`src/rtl/mbed_instr_receiver_pkg.sv`:
```
// -----------------------------------------------------------------------------
// servo_pkg
//   Shared definitions for the servo controller instruction path: frame width,
//   field positions inside an assembled instruction, default parity/timeout
//   settings and the receiver state encoding.
//   No ports (package).
// -----------------------------------------------------------------------------
package servo_pkg;

  // Payload bits per instruction, transmitted MSB first.
  localparam int FRAME_W             = 11;
  // 1: an even-parity bit trails the payload.
  localparam int DEFAULT_PARITY_EN   = 1;
  // 100 ms at 50 MHz between confirm rises before a partial frame is dropped.
  localparam int DEFAULT_TIMEOUT_CYC = 5_000_000;

  // Field positions inside the assembled instruction.
  localparam int INSTR_MAINT_BIT = 9;
  localparam int INSTR_POS_MSB   = 7;
  localparam int INSTR_POS_LSB   = 0;

  typedef enum logic [1:0] {
    ST_DISABLED = 2'd0,
    ST_RECV     = 2'd1,
    ST_CHECK    = 2'd2,
    ST_DONE     = 2'd3
  } state_e;

endpackage

```
`src/rtl/mbed_instr_receiver_sync_edge_detect.sv`:
```
// -----------------------------------------------------------------------------
// sync_edge_detect
//   Brings an asynchronous pin into the clk domain through two flops and
//   flags its rising edge with a one-cycle pulse, using one extra delay flop.
// Ports
//   clk     in   system clock
//   rst_n   in   synchronous active-low reset
//   d_i     in   asynchronous input pin
//   sync_o  out  synchronised level (2 clk after the pin)
//   rise_o  out  1-cycle pulse in the cycle sync_o first reads 1
// -----------------------------------------------------------------------------
module sync_edge_detect (
  input  logic clk,
  input  logic rst_n,
  input  logic d_i,
  output logic sync_o,
  output logic rise_o
);

  logic meta_q;
  logic sync_q;
  logic dly_q;

  always_ff @(posedge clk) begin
    if (!rst_n) begin
      meta_q <= 1'b0;
      sync_q <= 1'b0;
      dly_q  <= 1'b0;
    end else begin
      meta_q <= d_i;
      sync_q <= meta_q;
      dly_q  <= sync_q;
    end
  end

  assign sync_o = sync_q;
  assign rise_o = sync_q & ~dly_q;

endmodule

```
`src/rtl/mbed_instr_receiver.sv`:
```
// -----------------------------------------------------------------------------
// mbed_instr_receiver
//   Assembles a serial instruction from the MBED (data bit + confirm strobe per
//   bit) into a FRAME_W-bit word, optionally checks even parity, and holds the
//   result stable for the servo state machine. Partial frames are discarded
//   after TIMEOUT_CYC idle cycles between confirm rises.
// Ports
//   clk          in   system clock (50 MHz)
//   reset        in   synchronous active-low reset
//   enable       in   1 = servo FSM wants an instruction
//   clear        in   synchronous clear of held/partial instruction
//   mbedCommand  in   serial data bit (asynchronous)
//   confirm      in   bit strobe (asynchronous), rising edge samples data
//   instr        out  assembled instruction, stable while instr_valid=1
//   instr_valid  out  instr holds a complete, parity-good frame
//   waiting      out  receiver is accepting bits
//   frame_err    out  1-cycle pulse on parity error or inter-bit timeout
// -----------------------------------------------------------------------------
module mbed_instr_receiver #(
  parameter int FRAME_W     = servo_pkg::FRAME_W,
  parameter int PARITY_EN   = servo_pkg::DEFAULT_PARITY_EN,
  parameter int TIMEOUT_CYC = servo_pkg::DEFAULT_TIMEOUT_CYC
) (
  input  logic               clk,
  input  logic               reset,
  input  logic               enable,
  input  logic               clear,
  input  logic               mbedCommand,
  input  logic               confirm,
  output logic [FRAME_W-1:0] instr,
  output logic               instr_valid,
  output logic               waiting,
  output logic               frame_err
);

  import servo_pkg::*;

  localparam int N  = FRAME_W + PARITY_EN;
  localparam int CW = $clog2(N + 1);
  localparam int TW = (TIMEOUT_CYC > 1) ? $clog2(TIMEOUT_CYC) : 1;

  localparam logic [CW-1:0] COUNT_FULL = CW'(N);
  localparam logic [TW-1:0] TIMER_LAST = TW'(TIMEOUT_CYC - 1);

  logic cmd_s;
  logic cmd_rise_unused;
  logic conf_rise;

  state_e             state_q;
  logic [N-1:0]       shreg_q;
  logic [CW-1:0]      count_q;
  logic [TW-1:0]      timer_q;
  logic [FRAME_W-1:0] instr_q;
  logic               instr_valid_q;
  logic               waiting_q;
  logic               frame_err_q;

  // Both pins see identical synchroniser depth, so cmd_s is aligned with the
  // cycle in which conf_rise is asserted.
  sync_edge_detect u_sync_cmd (
    .clk    (clk),
    .rst_n  (reset),
    .d_i    (mbedCommand),
    .sync_o (cmd_s),
    .rise_o (cmd_rise_unused)
  );

  sync_edge_detect u_sync_conf (
    .clk    (clk),
    .rst_n  (reset),
    .d_i    (confirm),
    .sync_o (),
    .rise_o (conf_rise)
  );

  always_ff @(posedge clk) begin
    if (!reset) begin
      state_q       <= ST_DISABLED;
      shreg_q       <= '0;
      count_q       <= '0;
      timer_q       <= '0;
      instr_q       <= '0;
      instr_valid_q <= 1'b0;
      waiting_q     <= 1'b0;
      frame_err_q   <= 1'b0;
    end else begin
      frame_err_q <= 1'b0;
      if (clear) begin
        // Clear wins over everything, including a rise in the same cycle.
        instr_q       <= '0;
        instr_valid_q <= 1'b0;
        count_q       <= '0;
        timer_q       <= '0;
        state_q       <= enable ? ST_RECV : ST_DISABLED;
        waiting_q     <= enable;
      end else begin
        unique case (state_q)
          ST_DISABLED: begin
            if (enable) begin
              state_q   <= ST_RECV;
              waiting_q <= 1'b1;
              count_q   <= '0;
              timer_q   <= '0;
            end
          end

          ST_RECV: begin
            if (!enable) begin
              state_q   <= ST_DISABLED;
              waiting_q <= 1'b0;
              count_q   <= '0;
              timer_q   <= '0;
            end else if (count_q == COUNT_FULL) begin
              state_q   <= ST_CHECK;
              waiting_q <= 1'b0;
            end else if (conf_rise) begin
              // A rise beats a coincident timeout.
              shreg_q <= {shreg_q[N-2:0], cmd_s};
              count_q <= count_q + 1'b1;
              timer_q <= '0;
            end else if (count_q != '0) begin
              if (timer_q == TIMER_LAST) begin
                frame_err_q <= 1'b1;
                count_q     <= '0;
                timer_q     <= '0;
              end else begin
                timer_q <= timer_q + 1'b1;
              end
            end
          end

          ST_CHECK: begin
            if ((PARITY_EN != 0) && (^shreg_q)) begin
              frame_err_q <= 1'b1;
              state_q     <= ST_RECV;
              waiting_q   <= 1'b1;
              count_q     <= '0;
              timer_q     <= '0;
            end else begin
              // First received bit sits at shreg_q[N-1] -> instr MSB.
              instr_q       <= shreg_q[N-1 -: FRAME_W];
              instr_valid_q <= 1'b1;
              state_q       <= ST_DONE;
            end
          end

          ST_DONE: begin
            if (!enable) begin
              state_q       <= ST_DISABLED;
              instr_valid_q <= 1'b0;
            end
          end

          default: begin
            state_q   <= ST_DISABLED;
            waiting_q <= 1'b0;
          end
        endcase
      end
    end
  end

  assign instr       = instr_q;
  assign instr_valid = instr_valid_q;
  assign waiting     = waiting_q;
  assign frame_err   = frame_err_q;

endmodule

```
`config.mk`:
```
export PLATFORM = sky130hd
export DESIGN_NAME = mbed_instr_receiver
export DESIGN_NICKNAME = d
export VERILOG_FILES = /design/src/rtl/mbed_instr_receiver_pkg.sv /design/src/rtl/mbed_instr_receiver_sync_edge_detect.sv /design/src/rtl/mbed_instr_receiver.sv
export SDC_FILE = /design/constraint.sdc
export NUM_CORES = 1
export LEC_CHECK = 0
export CAP_MARGIN = 15
export CORE_MARGIN = 2
export CORE_UTILIZATION = 63
export DETAILED_ROUTE_END_ITERATION = 10
export PLACE_DENSITY_LB_ADDON = 0.3
export SYNTH_ARGS = -nofsm -noshare
export SYNTH_HDL_FRONTEND = slang
export SYNTH_SLANG_ARGS = --single-unit
```
`constraint.sdc`:
```
create_clock -name clk -period 6.1 [get_ports clk]
set_input_delay 1.22 -clock clk [delete_from_list [all_inputs] [get_ports clk]]
set_output_delay 1.22 -clock clk [all_outputs]
set_load 0.05 [all_outputs]
```
==> metrics.csv <==
stage,metric,value,unit
worst_setup_path,r2r_start,timer_q[0]$_SDFFE_PP0P_,
clock_network,tritoncts,done,
route,ant_nets,0,
route,wl_met1,3110,um
synth,synth_cells,364,
job,max_cap_violations,0,
power,finalPower,0.845,mW
power,power.switching,0.203,mW
global_routing,grt_pass1_wl,11000,um
route,wl_per_cell,15.8,um
layout,final_cell_area,3460,sq um
global_routing,grt_max_degree,26,
place,io_buffers,19,
clock_network,clk_pin_slew,70,ps
synth,synth_nets,377,
place,routabilityCongestion,0.891,
worst_setup_path,r2r_slack,3150,ps
layout,fillers,367,
worst_setup_path,cp.arrival,3910,ps
place,hpwlAfterDp,4560,um
floorplanning,core,4690,sq um
synth,avgSynthCellArea,8.39,sq um
global_routing,grt.total_usage,26.4,%
synth,synth_enable_flop_cells,0,
synth,netlist_area,3050,sq um
synth,ys_types,50,
sta,slew_headroom,22.4,%
floorplanning,die_y,73.6,um
floorplanning,io_pins,20,
synth,ys.flop_type,dfxtp_1,
power,p_sw_share,24.0,%
power,max-vdd-ir-drop,0.211,mV
route,viasPerCell,6.26,
floorplanning,die_width,73.6,um
min_path,min_path_type,flip-flop to flip-flop,
min_path,worstHoldStart,u_sync_cmd.meta_q$_SDFF_PN0_,
clock_network,clock_latency,350,ps
clock_network,postCtsHoldBufs,0,
power,comb_power_share,6.6,%
sta,whs,435,ps
global_routing,grt_pass1_vias,2459,
layout,n_antenna_cell,0,
worst_setup_path,end_kind,flip-flop,
layout,nets,389,
route,drc,0,
floorplanning,dieArea,5420,sq um
worst_setup_path,required,6390,ps
synth,ys_seq_area_share,39.3,%
route,routed.top_layer,met4,
power,p_seq_share,46.8,%
route,wirelength,6890,um
sta,setup-violations-final,0,
sta,worstMarginPinSlew,1160,ps
sta,max_freq,0.276,GHz
clock_network,ctsResizeCount,0,
route,detail_route.iter0.violations,197,
synth,yosysWarnings,0,
power,power_density,245,nW/um^2
clock_network,cts_root_buf,clkbuf_8,
global_routing,overflow,0,
sta,slew_violations,0,
sta,grt_setup_unrepaired,false,
clock_network,cts.htree.levels,3,
synth,async_flop_share,0,%
clock_network,cts_setup_buffers,0,
synth,synth-seq-cells,60,
sta,period_needed,3620,ps
power,p_leak,1.15,nW
place,placed_area,3240,sq um
route,drtPass1Iterations,5,
place,dpl.cell_count,419,
route,dr_wl_met2,3380,um
clock_network,cts_sinks,60,
status,outcome,"complete, no violations",
clock_network,cts.path.max_buffers,2,
worst_setup_path,critical_path_class,primary input to flip-flop,
layout,instances_no_fill,435,
floorplanning,fp-row-count,25,
layout,drive_above_1_share,6.82,%
sta,skew,10.0,ps
global_routing,antenna_found_initial,0,
sta,fin_crit_sh,59.4,%
route,vias,2725,
worst_setup_path,critPathLaunch,enable,
power,p_int,0.643,mW
route,wl_met3,224,um
worst_setup_path,critical_path.max_fanout,22,
layout,areaGrowthSynthToFinish,13.2,%
worst_setup_path,cp-start-kind,primary input,
sta,hold_violations,0,
clock_network,cts_made_buffers,9,
power,power_frac_clock,46.5,%
sta,fin_tns_setup,0,ps
floorplanning,initial_core_util,65.1,%
-- synth_stat cells, types with 5 or more instances --
master | instances | area, sq um
o21ai_0 | 21 | 105
o211ai_1 | 11 | 82.6
and2_1 | 7 | 43.8
nor2_1 | 23 | 86.3
a21oi_1 | 32 | 160
or3_1 | 7 | 43.8
nor2b_1 | 15 | 93.8
dfxtp_1 | 60 | 1200
nand3_1 | 25 | 125
xnor2_1 | 6 | 52.6
inv_1 | 10 | 37.5
clkbuf_1 | 12 | 45.0
buf_2 | 7 | 35.0
ha_1 | 7 | 87.6
and3_1 | 5 | 31.3
o41ai_1 | 6 | 52.6
nand2_1 | 41 | 154
nand4_1 | 7 | 43.8
mux2i_1 | 13 | 130
-- critical path, stage by stage --
cell             delay [ps]
clkdlybuf4s50_1         650
nand2_1                 150
nor2_1                  290
o31a_1                  380
o211ai_2                440
or4_1                   630
a21oi_1                 140
-- layout by cell type, fill, tap and decap left out, types with 3 or more instances in the layout --
| master | synthesis | routed |
|---|---|---|
| and2_1 | 7 | 7 |
| a31oi_1 | 3 | 3 |
| dfxtp_1 | 60 | 60 |
| nand4_1 | 7 | 7 |
| clkdlybuf4s50_1 | 0 | 19 |
| nand3_1 | 25 | 25 |
| or3_1 | 7 | 7 |
| nor2_1 | 23 | 23 |
| ha_1 | 7 | 7 |
| o41ai_1 | 6 | 6 |
| nor4bb_1 | 3 | 3 |
| nor2b_1 | 15 | 15 |
| and4_1 | 4 | 4 |
| mux2i_1 | 13 | 13 |
| o21ai_0 | 21 | 21 |
| a21oi_1 | 32 | 32 |
| or4_1 | 4 | 4 |
| nand2_1 | 41 | 41 |
| clkbuf_8 | 0 | 9 |
| nand3b_1 | 3 | 3 |
| inv_1 | 10 | 10 |
| o211ai_1 | 11 | 11 |
| and3_1 | 5 | 5 |
| xnor2_1 | 6 | 6 |
| nor3_1 | 4 | 3 |
-- area by class of cell --
class / count / area, sq um / area share, %
clock inverter: 6 / 88.8 / 2.57
clock buffer: 10 / 128 / 3.69
tap: 54 / 67.6 / 1.95
inverter: 10 / 37.5 / 1.09
timing repair buffer: 21 / 205 / 5.94
multi-input combinational: 274 / 1730 / 50.0
sequential: 60 / 1200 / 34.7
-- registers in the layout (all words and copies together) (netlist names) --
register            count
timer_q                23
u_sync_conf.sync_o      1
u_sync_cmd.meta_q       1
frame_err               1
u_sync_cmd.sync_o       1
shreg_q                12
u_sync_conf.meta_q      1
u_sync_conf.dly_q       1
instr_valid             1
instr                  11
count_q                 4
state_q                 2
waiting                 1
-- stage by stage --
stage | util [%] | setup WS, ps
after floorplan | - | 3300
after global placement | 69.1 | 2260
after detailed placement | 69.1 | 2140
after CTS | 73.7 | 2490
after global routing | 73.7 | 2280
final | 73.7 | 2480
-- power by group through the flow --
| stage | Sequential, mW | Combinational (mW) | Clock (mW) |
|---|---|---|---|
| 3_3_place_gp | 0.405 | 0.0543 | 0 |
| 2_1_floorplan | 0.407 | 0.0398 | 0 |
| 6_report | 0.396 | 0.0560 | 0.393 |
| 3_5_place_dp | 0.405 | 0.0553 | 0 |
| 4_1_cts | 0.396 | 0.0557 | 0.394 |
| 5_1_grt | 0.396 | 0.0615 | 0.408 |
-- metal layers --
layer  GRT usage, %  vias to the layer above
met5              0                        -
met4           14.7                        0
met3           4.66                       19
met2           43.4                       62
met1           32.4                     1306
li1               -                     1338
-- kinds of logic after synthesis --
group | share of synthesized area [%]
simple gates | 26.4
compound gates | 18.3
flops | 39.3
buf+inv | 4.22
mux | 4.26
xor+xnor | 4.63
fa+ha+maj | 2.87
-- final timing paths --
| path | depth (start not counted) | to |
|---|---|---|
| worst max-delay path | 7 | timer_q[17]$_SDFFE_PP0P_ |
| worst max register to register | 7 | count_q[1]$_SDFFE_PP0P_ |
| worst min register to register | 1 | u_sync_cmd.sync_o$_SDFF_PN0_ |
| worst min-delay path | 1 | u_sync_cmd.sync_o$_SDFF_PN0_ |
No activity file was read; power rests on OpenSTA's default activity.
